===== src/rtl/i2c_accel_scheduler_if.sv =====
// Request/response bus between the accelerometer scheduler and the byte-level I2C master.
// The scheduler uses the master modport; the I2C master core (or a model of it) uses the slave modport.
interface i2c_accel_scheduler_if;
  logic       m_valid;
  logic       m_ready;
  logic       m_rnw;
  logic [6:0] m_dev_addr;
  logic [7:0] m_reg;
  logic [7:0] m_wdata;
  logic [2:0] m_len;
  logic       m_rvalid;
  logic [7:0] m_rdata;
  logic       m_done;
  logic       m_nack;

  modport master (
    output m_valid, m_rnw, m_dev_addr, m_reg, m_wdata, m_len,
    input  m_ready, m_rvalid, m_rdata, m_done, m_nack
  );

  modport slave (
    input  m_valid, m_rnw, m_dev_addr, m_reg, m_wdata, m_len,
    output m_ready, m_rvalid, m_rdata, m_done, m_nack
  );
endinterface


===== src/rtl/i2c_accel_scheduler.sv =====
// ADXL345 sequencer: configures the sensor, polls X/Y/Z every PERIOD cycles and
// arbitrates single-register software transactions onto the shared I2C master.
module i2c_accel_scheduler #(
  parameter logic [6:0]  DEV_ADDR    = 7'h53,
  parameter int unsigned PERIOD      = 500000,
  parameter logic [7:0]  DATA_FORMAT = 8'h0B
) (
  input  logic        clk,
  input  logic        reset,
  input  logic        enable,
  i2c_accel_scheduler_if.master bus,
  input  logic        sw_req,
  input  logic        sw_rnw,
  input  logic [7:0]  sw_reg,
  input  logic [7:0]  sw_wdata,
  output logic        sw_gnt,
  output logic        sw_done,
  output logic [7:0]  sw_rdata,
  output logic        sw_nack,
  output logic [15:0] x_data,
  output logic [15:0] y_data,
  output logic [15:0] z_data,
  output logic        sample_valid,
  output logic        irq,
  input  logic        irq_clr,
  output logic        err,
  input  logic        err_clr
);

  typedef enum logic [2:0] {INIT_PWR, INIT_FMT, IDLE, POLL, SW} state_t;

  localparam logic [23:0] TICK_AT = 24'(PERIOD - 1);

  state_t      state_q, state_d;
  logic        in_flight_q, retry_wait_q, poll_pending_q, last_sw_q;
  logic [23:0] timer_q;
  logic [2:0]  byte_cnt_q;
  logic [5:0][7:0] rx_q;

  logic tick, accept, done, capture, init_free, grant_poll, grant_sw, poll_good, err_set;
  logic       launch, launch_rnw;
  logic [7:0] launch_reg, launch_wdata;
  logic [2:0] launch_len;

  assign tick       = (timer_q == TICK_AT);
  assign accept     = bus.m_valid && bus.m_ready;
  assign done       = bus.m_done && in_flight_q;
  assign capture    = bus.m_rvalid && in_flight_q && (state_q == POLL || state_q == SW);
  assign init_free  = !bus.m_valid && !in_flight_q && !retry_wait_q;
  // Round-robin: the poll wins a conflict only if software was served last.
  assign grant_poll = (state_q == IDLE) && poll_pending_q && enable && (!sw_req || last_sw_q);
  assign grant_sw   = (state_q == IDLE) && sw_req && !grant_poll;
  assign poll_good  = !bus.m_nack && (byte_cnt_q == 3'd6);
  assign err_set    = done && ((((state_q == INIT_PWR) || (state_q == INIT_FMT)) && bus.m_nack)
                               || ((state_q == POLL) && !poll_good));

  // NOTE: sequential state uses non-blocking assignments so every flop samples pre-edge values.
  always_ff @(posedge clk) begin
    if (reset) state_q <= INIT_PWR;
    else       state_q <= state_d;
  end

  always_comb begin
    state_d = state_q;
    case (state_q)
      INIT_PWR: if (done) state_d = bus.m_nack ? INIT_PWR : INIT_FMT;
      INIT_FMT: if (done) state_d = bus.m_nack ? INIT_PWR : IDLE;
      IDLE: begin
        if (grant_poll)    state_d = POLL;
        else if (grant_sw) state_d = SW;
      end
      POLL, SW: if (done) state_d = IDLE;
      default:  state_d = INIT_PWR;
    endcase
  end

  // NOTE: every combinational output gets a default first, so no path can infer a latch.
  always_comb begin
    launch       = 1'b0;
    launch_rnw   = 1'b0;
    launch_reg   = 8'h00;
    launch_wdata = 8'h00;
    launch_len   = 3'd1;
    sw_gnt       = (state_q == SW) && accept;
    case (state_q)
      INIT_PWR: begin
        launch       = init_free;
        launch_reg   = 8'h2D;
        launch_wdata = 8'h08;
      end
      INIT_FMT: begin
        launch       = init_free;
        launch_reg   = 8'h31;
        launch_wdata = DATA_FORMAT;
      end
      IDLE: begin
        if (grant_poll) begin
          launch     = 1'b1;
          launch_rnw = 1'b1;
          launch_reg = 8'h32;
          launch_len = 3'd6;
        end else if (grant_sw) begin
          launch       = 1'b1;
          launch_rnw   = sw_rnw;
          launch_reg   = sw_reg;
          launch_wdata = sw_wdata;
        end
      end
      default: ;
    endcase
  end

  // Request fields stay registered after accept; only m_valid drops.
  always_ff @(posedge clk) begin
    if (reset) begin
      bus.m_valid    <= 1'b0;
      bus.m_rnw      <= 1'b0;
      bus.m_dev_addr <= 7'h00;
      bus.m_reg      <= 8'h00;
      bus.m_wdata    <= 8'h00;
      bus.m_len      <= 3'd0;
    end else if (launch) begin
      bus.m_valid    <= 1'b1;
      bus.m_rnw      <= launch_rnw;
      bus.m_dev_addr <= DEV_ADDR;
      bus.m_reg      <= launch_reg;
      bus.m_wdata    <= launch_wdata;
      bus.m_len      <= launch_len;
    end else if (accept) begin
      bus.m_valid    <= 1'b0;
    end
  end

  always_ff @(posedge clk) begin
    if (reset) begin
      in_flight_q    <= 1'b0;
      retry_wait_q   <= 1'b0;
      poll_pending_q <= 1'b0;
      last_sw_q      <= 1'b1;
      timer_q        <= 24'd0;
      byte_cnt_q     <= 3'd0;
    end else begin
      timer_q <= tick ? 24'd0 : timer_q + 24'd1;
      if (accept)    in_flight_q <= 1'b1;
      else if (done) in_flight_q <= 1'b0;
      // An init nack parks the sequencer until the following tick.
      if (err_set && state_q != POLL) retry_wait_q <= 1'b1;
      else if (tick)                  retry_wait_q <= 1'b0;
      if (tick && !poll_pending_q)               poll_pending_q <= 1'b1;
      else if (accept && state_q == POLL)        poll_pending_q <= 1'b0;
      if (grant_poll)    last_sw_q <= 1'b0;
      else if (grant_sw) last_sw_q <= 1'b1;
      if (accept)                             byte_cnt_q <= 3'd0;
      else if (capture && byte_cnt_q != 3'd7) byte_cnt_q <= byte_cnt_q + 3'd1;
    end
  end

  // NOTE: the byte buffer has no reset; it is only committed after a complete, acknowledged read.
  always_ff @(posedge clk) begin
    if (capture && byte_cnt_q < 3'd6) rx_q[byte_cnt_q] <= bus.m_rdata;
  end

  always_ff @(posedge clk) begin
    if (reset) begin
      x_data       <= 16'h0000;
      y_data       <= 16'h0000;
      z_data       <= 16'h0000;
      sample_valid <= 1'b0;
      irq          <= 1'b0;
      err          <= 1'b0;
      sw_done      <= 1'b0;
      sw_rdata     <= 8'h00;
      sw_nack      <= 1'b0;
    end else begin
      sample_valid <= 1'b0;
      sw_done      <= 1'b0;
      if (done && state_q == POLL && poll_good) begin
        x_data       <= {rx_q[1], rx_q[0]};
        y_data       <= {rx_q[3], rx_q[2]};
        z_data       <= {rx_q[5], rx_q[4]};
        sample_valid <= 1'b1;
      end
      if (done && state_q == SW) begin
        sw_done <= 1'b1;
        sw_nack <= bus.m_nack;
        if (bus.m_rnw && byte_cnt_q != 3'd0) sw_rdata <= rx_q[0];
      end
      if (err_set)      err <= 1'b1;
      else if (err_clr) err <= 1'b0;
      if (done && state_q == POLL && poll_good) irq <= 1'b1;
      else if (irq_clr)                         irq <= 1'b0;
    end
  end

endmodule


===== src/flat_wrapper.sv =====
// flat-port wrapper written by rule: the top's interface ports become plain ports
module i2c_accel_scheduler_flat 
#(
  parameter logic [6:0]  DEV_ADDR    = 7'h53,
  parameter int unsigned PERIOD      = 500000,
  parameter logic [7:0]  DATA_FORMAT = 8'h0B
)
  (clk, reset, enable, sw_req, sw_rnw, sw_reg, sw_wdata, sw_gnt, sw_done, sw_rdata, sw_nack, x_data, y_data, z_data, sample_valid, irq, irq_clr, err, err_clr, bus_m_valid, bus_m_rnw, bus_m_dev_addr, bus_m_reg, bus_m_wdata, bus_m_len, bus_m_ready, bus_m_rvalid, bus_m_rdata, bus_m_done, bus_m_nack);
  i2c_accel_scheduler_if bus_i ();
  input  logic clk;
  input  logic reset;
  input  logic enable;
  input  logic sw_req;
  input  logic sw_rnw;
  input  logic [7:0] sw_reg;
  input  logic [7:0] sw_wdata;
  output logic sw_gnt;
  output logic sw_done;
  output logic [7:0] sw_rdata;
  output logic sw_nack;
  output logic [15:0] x_data;
  output logic [15:0] y_data;
  output logic [15:0] z_data;
  output logic sample_valid;
  output logic irq;
  input  logic irq_clr;
  output logic err;
  input  logic err_clr;
  output wire logic [$bits(bus_i.m_valid)-1:0] bus_m_valid;
  output wire logic [$bits(bus_i.m_rnw)-1:0] bus_m_rnw;
  output wire logic [$bits(bus_i.m_dev_addr)-1:0] bus_m_dev_addr;
  output wire logic [$bits(bus_i.m_reg)-1:0] bus_m_reg;
  output wire logic [$bits(bus_i.m_wdata)-1:0] bus_m_wdata;
  output wire logic [$bits(bus_i.m_len)-1:0] bus_m_len;
  input wire logic [$bits(bus_i.m_ready)-1:0] bus_m_ready;
  input wire logic [$bits(bus_i.m_rvalid)-1:0] bus_m_rvalid;
  input wire logic [$bits(bus_i.m_rdata)-1:0] bus_m_rdata;
  input wire logic [$bits(bus_i.m_done)-1:0] bus_m_done;
  input wire logic [$bits(bus_i.m_nack)-1:0] bus_m_nack;
  assign bus_m_valid = bus_i.m_valid;
  assign bus_m_rnw = bus_i.m_rnw;
  assign bus_m_dev_addr = bus_i.m_dev_addr;
  assign bus_m_reg = bus_i.m_reg;
  assign bus_m_wdata = bus_i.m_wdata;
  assign bus_m_len = bus_i.m_len;
  assign bus_i.m_ready = bus_m_ready;
  assign bus_i.m_rvalid = bus_m_rvalid;
  assign bus_i.m_rdata = bus_m_rdata;
  assign bus_i.m_done = bus_m_done;
  assign bus_i.m_nack = bus_m_nack;
  i2c_accel_scheduler #(.DEV_ADDR(DEV_ADDR), .PERIOD(PERIOD), .DATA_FORMAT(DATA_FORMAT)) u_core (.clk(clk), .reset(reset), .enable(enable), .bus(bus_i), .sw_req(sw_req), .sw_rnw(sw_rnw), .sw_reg(sw_reg), .sw_wdata(sw_wdata), .sw_gnt(sw_gnt), .sw_done(sw_done), .sw_rdata(sw_rdata), .sw_nack(sw_nack), .x_data(x_data), .y_data(y_data), .z_data(z_data), .sample_valid(sample_valid), .irq(irq), .irq_clr(irq_clr), .err(err), .err_clr(err_clr));
endmodule

===== config.mk =====
export PLATFORM = sky130hd
export DESIGN_NAME = i2c_accel_scheduler_flat
export DESIGN_NICKNAME = d
export VERILOG_FILES = /design/src/rtl/i2c_accel_scheduler_if.sv /design/src/rtl/i2c_accel_scheduler.sv /design/src/flat_wrapper.sv
export SDC_FILE = /design/constraint.sdc
export NUM_CORES = 1
export LEC_CHECK = 0
export ABC_AREA = 1
export CAP_MARGIN = 10
export CORE_MARGIN = 2
export CORE_UTILIZATION = 55
export DETAILED_ROUTE_END_ITERATION = 10
export PLACE_DENSITY = 0.84
export SYNTH_ARGS = -nofsm -noshare
export SYNTH_HDL_FRONTEND = slang
export SYNTH_SLANG_ARGS = --single-unit

===== constraint.sdc =====
create_clock -name clk -period 4.7 [get_ports clk]
set_clock_uncertainty 0.05 [all_clocks]
set_input_delay 0.47 -clock clk [delete_from_list [all_inputs] [get_ports clk]]
set_output_delay 0.47 -clock clk [all_outputs]
set_load 0.01 [all_outputs]

==> flow_summary.ini, run 1 <==
[floorplan]
die_w_um = 112
initial_core_util = 0.562
die-area_mm2 = 0.0126
core_mm2 = 0.0114
num_io_pins = 125
die_h_um = 112
num_rows = 39

[synth]
synthDistinctLibCells = 29
ys_seq_elements = 164
seq_area_frac_synth = 0.586
avgSynthCellArea_um2 = 8.43
synth_edf_count = 48
yosysWarningCount = 0
synth.area.top_cells = dfxtp_1 36%, edfxtp_1 22%, nor2_1 11%
synth_top_area_share = 0.362
syn_area_mm2 = 0.00642
synth_flop_cell = dfxtp_1
yosys.area.top_type = dfxtp_1
async_reset_ff_frac = 0
syn_inst = 761

[clock_tree]
clk_pin_slew_ns = 0.06
cts_hold_buf = 0
clk_latency_ns = 0.43
h-tree-depth = 4
cts_sinks = 164
cts_tree = built
cts_resized = 0
post_cts_buffers = 0
cts_made_buffers = 17
cts_root_buf = clkbuf_16
cts_buffer_depth = 2

[timing]
period_needed_ns = 2.60
rsz0062_at_grt = no
drv_slew = 0
setup_slack_ns = 2.10
fin_crit_sh = 0.554
maxSlewHeadroom = 0.204
setup_viol = 0
worst_pin_slew_ns = 1.19
fmax_mhz = 384
tns_ns = 0
finalHoldViolations = 0
holdWs_ns = 0.397

[power]
power.density_mw_per_mm2 = 427
pwr-share-comb = 0.149
ir_drop_uv = 297
clockPowerShare = 0.406
switching_share = 0.259
switching_power_w = 0.000914
p_int_w = 0.00261
seqPwrFrac = 0.445
p_leak_nw = 2.95

[grt]
grt_pass1_wl_um = 24600
gr-total-overflow = 0
antenna_found_initial = 0
grt_pass1_vias = 5066
grt_max_degree = 69
grt.total_usage = 0.244

[route]
vias = 5468
viasPerCell = 5.32
firstDrtPassIters = 5
post_drt_wl_per_cell_um = 14.8
ant_nets = 0
wirelength_um = 15200
drtIter0Drc = 442
drc = 0

[critical_path]
ff2ff_path_depth = 8
crit_type = reg -> reg
start_kind = flip-flop
crit_chain = inv_2 > nor2_2 > nand2_1 > nor2_2 > nand2_2 > inv_2 > nor2_1 > nor2_1
worstPathArrival_ns = 2.90
crit_family = simple AND/OR/NAND/NOR gates
crit_path_end_kind = flip-flop
crit_buf_inv = 2
crit_cells = 8
required_ns = 5.00
cpMaxStageDelayCell = inv_2
crit_fanout = 51
crit_path_max_incr_delay_ns = 0.81

[outcome]
status = complete, no violations

[hold_path]
hold_depth = 1
min_path_type = reg -> reg

[cells_and_area]
num-fill-cells = 861
syn_to_final_growth_pct = 28.6
drive_gt1_frac = 0.0441
top_regs = u_core.rx_q: 48 flops, u_core.timer_q: 24 flops
instances_no_fill = 1027
fin_nets = 910
regMostFlops = u_core.rx_q
largest_reg_flops = 48
num_antenna_cells = 0
finish.utilization = 0.723

[placed_design]
io_buffers = 121
gp_congestion = 0.870
place_ws_ns = 1.76
dp_cells = 995
post-dp-hpwl_um = 10300

[job]
cap_violations = 0
==> cells by family after synthesis <==
family | share of synthesized area
AND/OR/NAND/NOR | 0.240
adder cells (fa/ha/maj) | 0.00780
AO/OA/AOI/OAI | 0.0864
flip-flops | 0.586
XOR/XNOR | 0.0123
buffers and inverters | 0.0663
other | 0.000584
==> power groups by stage <==
stage | Clock, W | Sequential, W | Combinational [W]
global route | 0.00150 | 0.00158 | 0.000585
CTS | 0.00145 | 0.00157 | 0.000525
detailed placement | 0 | 0.00160 | 0.000522
global placement | 0 | 0.00159 | 0.000503
finish | 0.00143 | 0.00157 | 0.000525
floorplan | 0 | 0.00160 | 0.000322
==> final timing paths <==
| path | start | to | slack [ns] |
|---|---|---|---|
| setup / recovery | u_core.state_q[0] | u_core.x_data[5] | 2.10 |
| hold / removal | u_core.timer_q[0] | u_core.timer_q[0] | 0.40 |
| setup reg to reg | u_core.state_q[0] | u_core.x_data[5] | 2.10 |
| hold reg to reg | u_core.timer_q[0] | u_core.timer_q[0] | 0.40 |
==> metrics by stage <==
| stage | power, W | cell area (µm²) |
|---|---|---|
| 2_1_floorplan | 0.00192 | 6430 |
| 3_3_place_gp | 0.00210 | 7640 |
| 3_5_place_dp | 0.00212 | 7640 |
| 4_1_cts | 0.00354 | 8260 |
| 5_1_grt | 0.00367 | 8260 |
| 6_report | 0.00353 | 8260 |
==> synthesized netlist by cell type (3+ instances only) <==
| master | count |
|---|---|
| nor2_1 | 190 |
| dfxtp_1 | 116 |
| nand2_1 | 115 |
| o21ai_0 | 65 |
| inv_1 | 61 |
| edfxtp_1 | 48 |
| nand3_1 | 38 |
| a21oi_1 | 37 |
| clkbuf_1 | 16 |
| nand4_1 | 13 |
| nor3_1 | 11 |
| buf_2 | 7 |
| buf_4 | 7 |
| xor2_1 | 6 |
| ha_1 | 4 |
| nor2_2 | 4 |
| a21boi_0 | 3 |
| buf_6 | 3 |
| inv_2 | 3 |
| nand3b_1 | 3 |
| xnor2_1 | 3 |
==> per-layer routing <==
layer	vias up	track usage	wire, µm
li1	2680	-	-
met1	2571	0.306	6410
met2	198	0.415	7470
met3	19	0.0680	1080
met4	0	0.0764	198
met5	-	0	0
==> cells in the final DEF, fill, tap and decap left out, types with 4 or more instances in the layout <==
cell / n
nor2_1: 190
clkdlybuf4s50_1: 121
dfxtp_1: 116
nand2_1: 115
o21ai_0: 65
inv_1: 61
edfxtp_1: 48
nand3_1: 38
a21oi_1: 37
clkbuf_16: 17
nand4_1: 13
nor3_1: 11
xor2_1: 6
nor2_2: 4
clkinv_1: 4
ha_1: 4
bufinv_16: 4
==> area by class of cell <==
type	count	area [µm²]	share of cell area
Clock inverter	15	188	0.0227
Multi-Input combinational cell	501	2240	0.271
Clock buffer	17	425	0.0515
Sequential cell	164	3760	0.456
Tap cell	143	179	0.0217
Inverter	65	244	0.0296
Timing Repair Buffer	122	1220	0.148
No activity file was read; power rests on OpenSTA's default activity.
==> run 2: changes to the inputs <==
--- a/config.mk
+++ b/config.mk
@@ -8,9 +8,9 @@
 export ABC_AREA = 1
 export CAP_MARGIN = 10
 export CORE_MARGIN = 2
-export CORE_UTILIZATION = 55
+export CORE_UTILIZATION = 46
 export DETAILED_ROUTE_END_ITERATION = 10
-export PLACE_DENSITY = 0.84
+export PLACE_DENSITY = 0.75
 export SYNTH_ARGS = -nofsm -noshare
 export SYNTH_HDL_FRONTEND = slang
 export SYNTH_SLANG_ARGS = --single-unit
==> constraint.sdc (replaced) <==
create_clock -name clk -period 2.23 [get_ports clk]
set_clock_uncertainty 0.05 [all_clocks]
set_input_delay 0.223 -clock clk [delete_from_list [all_inputs] [get_ports clk]]
set_output_delay 0.223 -clock clk [all_outputs]
set_load 0.01 [all_outputs]
==> run 2 against run 1 <==
Against the previous run:
- combinational power is 120% higher
- register-to-register slack worse by 1.8 ns
- non-clock buffer count is 17 higher
==> flow_summary.ini, run 2 (synthesis results as in run 1) <==
[outcome]
status = complete, no violations

[timing]
drv_slew = 0
rsz0062_at_grt = no
period_needed_ns = 2.11
fmax_mhz = 474
setup_viol = 0
finalHoldViolations = 0
maxSlewHeadroom = 0.528
tns_ns = 0
fin_crit_sh = 0.946
worst_pin_slew_ns = 0.706

[power]
seqPwrFrac = 0.448
pwr-share-comb = 0.155
switching_share = 0.260
switching_power_w = 0.00192
p_int_w = 0.00547
power.density_mw_per_mm2 = 877
clockPowerShare = 0.397
p_leak_nw = 3.02
ir_drop_uv = 558
power_w = 0.00740

[cells_and_area]
final_area_mm2 = 0.00843
num_antenna_cells = 0
final_cell_mix = 190 x nor2_1, 121 x clkdlybuf4s50_1, 115 x nand2_1, 115 x dfxtp_1, 65 x o21ai_0
top_regs = u_core.rx_q: 48 flops, u_core.timer_q: 24 flops
regMostFlops = u_core.rx_q
fin_nets = 927
num-fill-cells = 1242
instances_no_fill = 1081
largest_reg_flops = 48
drive_gt1_frac = 0.0644
area.sequential_mm2 = 0.00376
syn_to_final_growth_pct = 31.3
multiInputGateArea_mm2 = 0.00224
final_common_cell = nor2_1

[placed_design]
dp_cells = 1049
gp_congestion = 0.882
post-dp-hpwl_um = 9880
place_area_mm2 = 0.00782
io_buffers = 121

[critical_path]
worstPathArrival_ns = 1.84
crit_type = reg -> out
regToRegEndpoint = u_core.rx_q[36]
start_kind = flip-flop
cp-startpoint = u_core.state_q[2]
crit_path_end_kind = primary output
crit_fanout = 8
reg2reg_from = u_core.state_q[0]
required_ns = 1.96
reg2reg_slack_ns = 0.34
ff2ff_path_depth = 7

[hold_path]
min_path_type = in -> reg
holdPathEnd = u_core.bus.m_reg[6]
hold_depth = 3
hp-start = sw_reg[6]

[route]
drtIter0Drc = 366
viasPerCell = 4.92
drc = 0
wirelength_um = 14400
ant_nets = 0
post_drt_wl_per_cell_um = 13.3
firstDrtPassIters = 5
vias = 5314

[grt]
grt.total_usage = 0.199
grt_max_degree = 58
grt_pass1_vias = 4770
antenna_found_initial = 0
grt_pass1_wl_um = 23000
gr-total-overflow = 0

[floorplan]
num_rows = 43
core_mm2 = 0.0138
num_io_pins = 125
die-area_mm2 = 0.0149
die_h_um = 122
initial_core_util = 0.466
die_w_um = 122

[job]
cap_violations = 0

[clock_tree]
cts_tree = built
clk_latency_ns = 0.42
cts_hold_buf = 0
cts_sinks = 164
clk_pin_slew_ns = 0.06
cts_root_buf = clkbuf_16
cts_made_buffers = 17
cts_buffer_depth = 2
h-tree-depth = 4
-- run 2: cell types whose count changed in the layout (fill, tap and decap cells not counted), moves of 2 or more --
cell / delta
clkbuf_8: +2
inv_6: +2
clkinv_1: -2
clkbuf_1: +2
buf_4: +17
clkinv_4: -2
bufinv_16: -2
-- run 2: metrics by stage --
step / utilization / setup WS, ns / hold WS [ns]
3_5_place_dp: 0.567 / 0.178 / 0.391
4_1_cts: 0.612 / 0.0406 / 0.292
5_1_grt: 0.612 / 0.0418 / 0.300
2_1_floorplan: - / 0.289 / 0.242
3_3_place_gp: 0.567 / 0.164 / 0.381
6_report: 0.612 / 0.121 / 0.309
-- run 2: cell type report --
| cell class | count | area share |
|---|---|---|
| flip-flops and latches | 164 | 0.447 |
| clock buffers | 22 | 0.0576 |
| repair buffers | 139 | 0.160 |
| well taps | 180 | 0.0267 |
| multi-input cells | 501 | 0.266 |
| inverters | 65 | 0.0291 |
| clock inverters | 10 | 0.0140 |
-- run 2: worst max-delay path by stage --
stage          cells after the start          endpoint  slack [ns]
6_report                           3            sw_gnt        0.12
5_1_grt                            3            sw_gnt        0.04
4_1_cts                            3            sw_gnt        0.04
3_5_place_dp                       7  u_core.y_data[8]        0.18
3_3_place_gp                       4            sw_gnt        0.16
2_1_floorplan                      7    u_core.rx_q[0]        0.29
-- run 2: routing by layer --
| metal | global-route usage | wire [µm] | vias up |
|---|---|---|---|
| met5 | 0 | 0 | - |
| met3 | 0.0655 | 757 | 25 |
| met1 | 0.260 | 6630 | 2450 |
| met2 | 0.314 | 6730 | 130 |
| li1 | - | - | 2709 |
| met4 | 0.0661 | 284 | 0 |
-- run 2: worst max-delay path, stage by stage, from the launching register on --
cell	delay (ns)
dfxtp_2	0.40
inv_1	0.11
nor4_2	0.29
clkdlybuf4s50_1	0.61
-- run 2: repair_timing --
action | 4_1_cts | 5_1_grt
endpoints found under the setup margin | 1 | 5
resized for setup | 1 | 2
setup buffers | 0 | 0
-- run 2: power groups by stage --
| stage | clock, W | sequential, W | combinational (W) |
|---|---|---|---|
| global placement | 0 | 0.00337 | 0.00113 |
| detailed placement | 0 | 0.00337 | 0.00113 |
| CTS | 0.00299 | 0.00331 | 0.00115 |
| global route | 0.00313 | 0.00333 | 0.00129 |
| floorplan | 0 | 0.00337 | 0.000678 |
| finish | 0.00294 | 0.00331 | 0.00114 |
==> run 3: changes to the inputs <==
--- a/config.mk
+++ b/config.mk
@@ -8,9 +8,9 @@
 export ABC_AREA = 1
 export CAP_MARGIN = 10
 export CORE_MARGIN = 2
-export CORE_UTILIZATION = 46
+export CORE_UTILIZATION = 51
 export DETAILED_ROUTE_END_ITERATION = 10
-export PLACE_DENSITY = 0.75
+export PLACE_DENSITY = 0.79
 export SYNTH_ARGS = -nofsm -noshare
 export SYNTH_HDL_FRONTEND = slang
 export SYNTH_SLANG_ARGS = --single-unit
==> constraint.sdc (replaced) <==
create_clock -name clk -period 2.39 [get_ports clk]
set_clock_uncertainty 0.05 [all_clocks]
set_input_delay 0.239 -clock clk [delete_from_list [all_inputs] [get_ports clk]]
set_output_delay 0.239 -clock clk [all_outputs]
set_load 0.01 [all_outputs]
==> run 3 against run 2 <==
Against the previous run:
- clock power is 14% lower
- die area is 9.5% lower
- largest power group unchanged
- hold slack better by 0.024 ns
- highest routed layer unchanged
- sequential share of layout area rose by 0.46 points
- combinational power shrank 7%
- critical endpoint unchanged
==> flow_summary.ini, run 3 (synthesis results as in run 1) <==
[outcome]
status = complete, no violations

[clock_tree]
cts_buffer_depth = 2
post_cts_buffers = 0
cts_root_buf = clkbuf_16
cts_made_buffers = 17
cts_sinks = 164
cts_hold_buf = 0
cts_resized = 0
h-tree-depth = 4
clk_pin_slew_ns = 0.06
cts_tree = built
clk_latency_ns = 0.42

[timing]
rsz0062_at_grt = no
setup_viol = 0
tns_ns = 0
holdWs_ns = 0.333
worst_pin_slew_ns = 0.762
maxSlewHeadroom = 0.491
finalHoldViolations = 0
fin_crit_sh = 0.950
fmax_mhz = 441
period_needed_ns = 2.27
drv_slew = 0

[critical_path]
crit_type = reg -> out
crit_fanout = 8
required_ns = 2.10
worstPathArrival_ns = 1.98
start_kind = flip-flop
crit_path_end_kind = primary output

[grt]
grt_pass1_wl_um = 23700
grt_busiest_layer = met2
grt_util_met2 = 0.387
antenna_found_initial = 0
grt.total_usage = 0.226
grtUsageMet1 = 0.281
grt_pass1_vias = 5094
grt_max_degree = 61
grt_use_met3 = 0.0509
gr-total-overflow = 0

[cells_and_area]
final_common_cell = nor2_1
regMostFlops = u_core.rx_q
num_antenna_cells = 0
top_regs = u_core.rx_q: 48 flops, u_core.timer_q: 24 flops
instances_no_fill = 1065
drive_gt1_frac = 0.0591
fin_nets = 923
final_cell_mix = 190 x nor2_1, 121 x clkdlybuf4s50_1, 116 x dfxtp_1
largest_reg_flops = 48
syn_to_final_growth_pct = 29.9

[route]
drc = 0
vias = 5346
post_drt_wl_per_cell_um = 13.6
wirelength_um = 14500
drtIter0Drc = 371
firstDrtPassIters = 6
viasPerCell = 5.02
ant_nets = 0

[placed_design]
gp_congestion = 0.855
dp_cells = 1033
io_buffers = 121
post-dp-hpwl_um = 10200

[power]
ir_drop_uv = 567
p_leak_nw = 2.99
power.density_mw_per_mm2 = 801

[floorplan]
die_w_um = 116
die-area_mm2 = 0.0135
core_mm2 = 0.0122
initial_core_util = 0.528
num_rows = 40
die_h_um = 116
num_io_pins = 125

[hold_path]
min_path_type = in -> reg

[job]
cap_violations = 0
==> run 3: final cells by class <==
class	count	area, µm²
Fill cell	985	3820
Sequential cell	164	3760
Multi-Input combinational cell	501	2240
Timing Repair Buffer	135	1330
Clock buffer	22	485
Inverter	65	244
Tap cell	168	210
Clock inverter	10	70.1
==> run 3: worst paths after layout <==
| path | start | to | slack (ns) | cells past startpoint |
|---|---|---|---|---|
| min | sw_reg[7] | u_core.bus.m_reg[7] | 0.33 | 3 |
| max reg2reg | u_core.byte_cnt_q[0] | u_core.sw_rdata[2] | 0.44 | 9 |
| min reg2reg | u_core.sw_nack | u_core.sw_nack | 0.40 | 2 |
| max | u_core.state_q[2] | sw_gnt | 0.12 | 3 |
==> run 3: report_power, final <==
group | internal, W | switching [W] | total, W
logic | 0.000449 | 0.000612 | 0.00106
registers | 0.00298 | 0.000110 | 0.00309
clock network | 0.00145 | 0.00108 | 0.00253
total | 0.00487 | 0.00180 | 0.00668
==> run 3: critical path, cell delays in order (launching register included) <==
cell	delay, ns
dfxtp_1	0.48
inv_1	0.13
nor4_1	0.33
clkdlybuf4s50_1	0.62
==> run 3: per-layer routing <==
layer  part of all wire  up-vias
li1                   -     2706
met1               0.44     2449
met2               0.49      176
met3              0.055       15
met4              0.015        0
met5                  0        -
==> run 3: metrics by stage <==
step / total power (W) / instance area [µm²] / util / worst slack [ns]
floorplan: 0.00378 / 6430 / - / 0.449
global placement: 0.00415 / 7780 / 0.640 / 0.359
detailed placement: 0.00420 / 7780 / 0.640 / 0.282
CTS: 0.00672 / 8340 / 0.686 / 0.135
global route: 0.00698 / 8340 / 0.686 / 0.0502
finish: 0.00668 / 8340 / 0.686 / 0.120
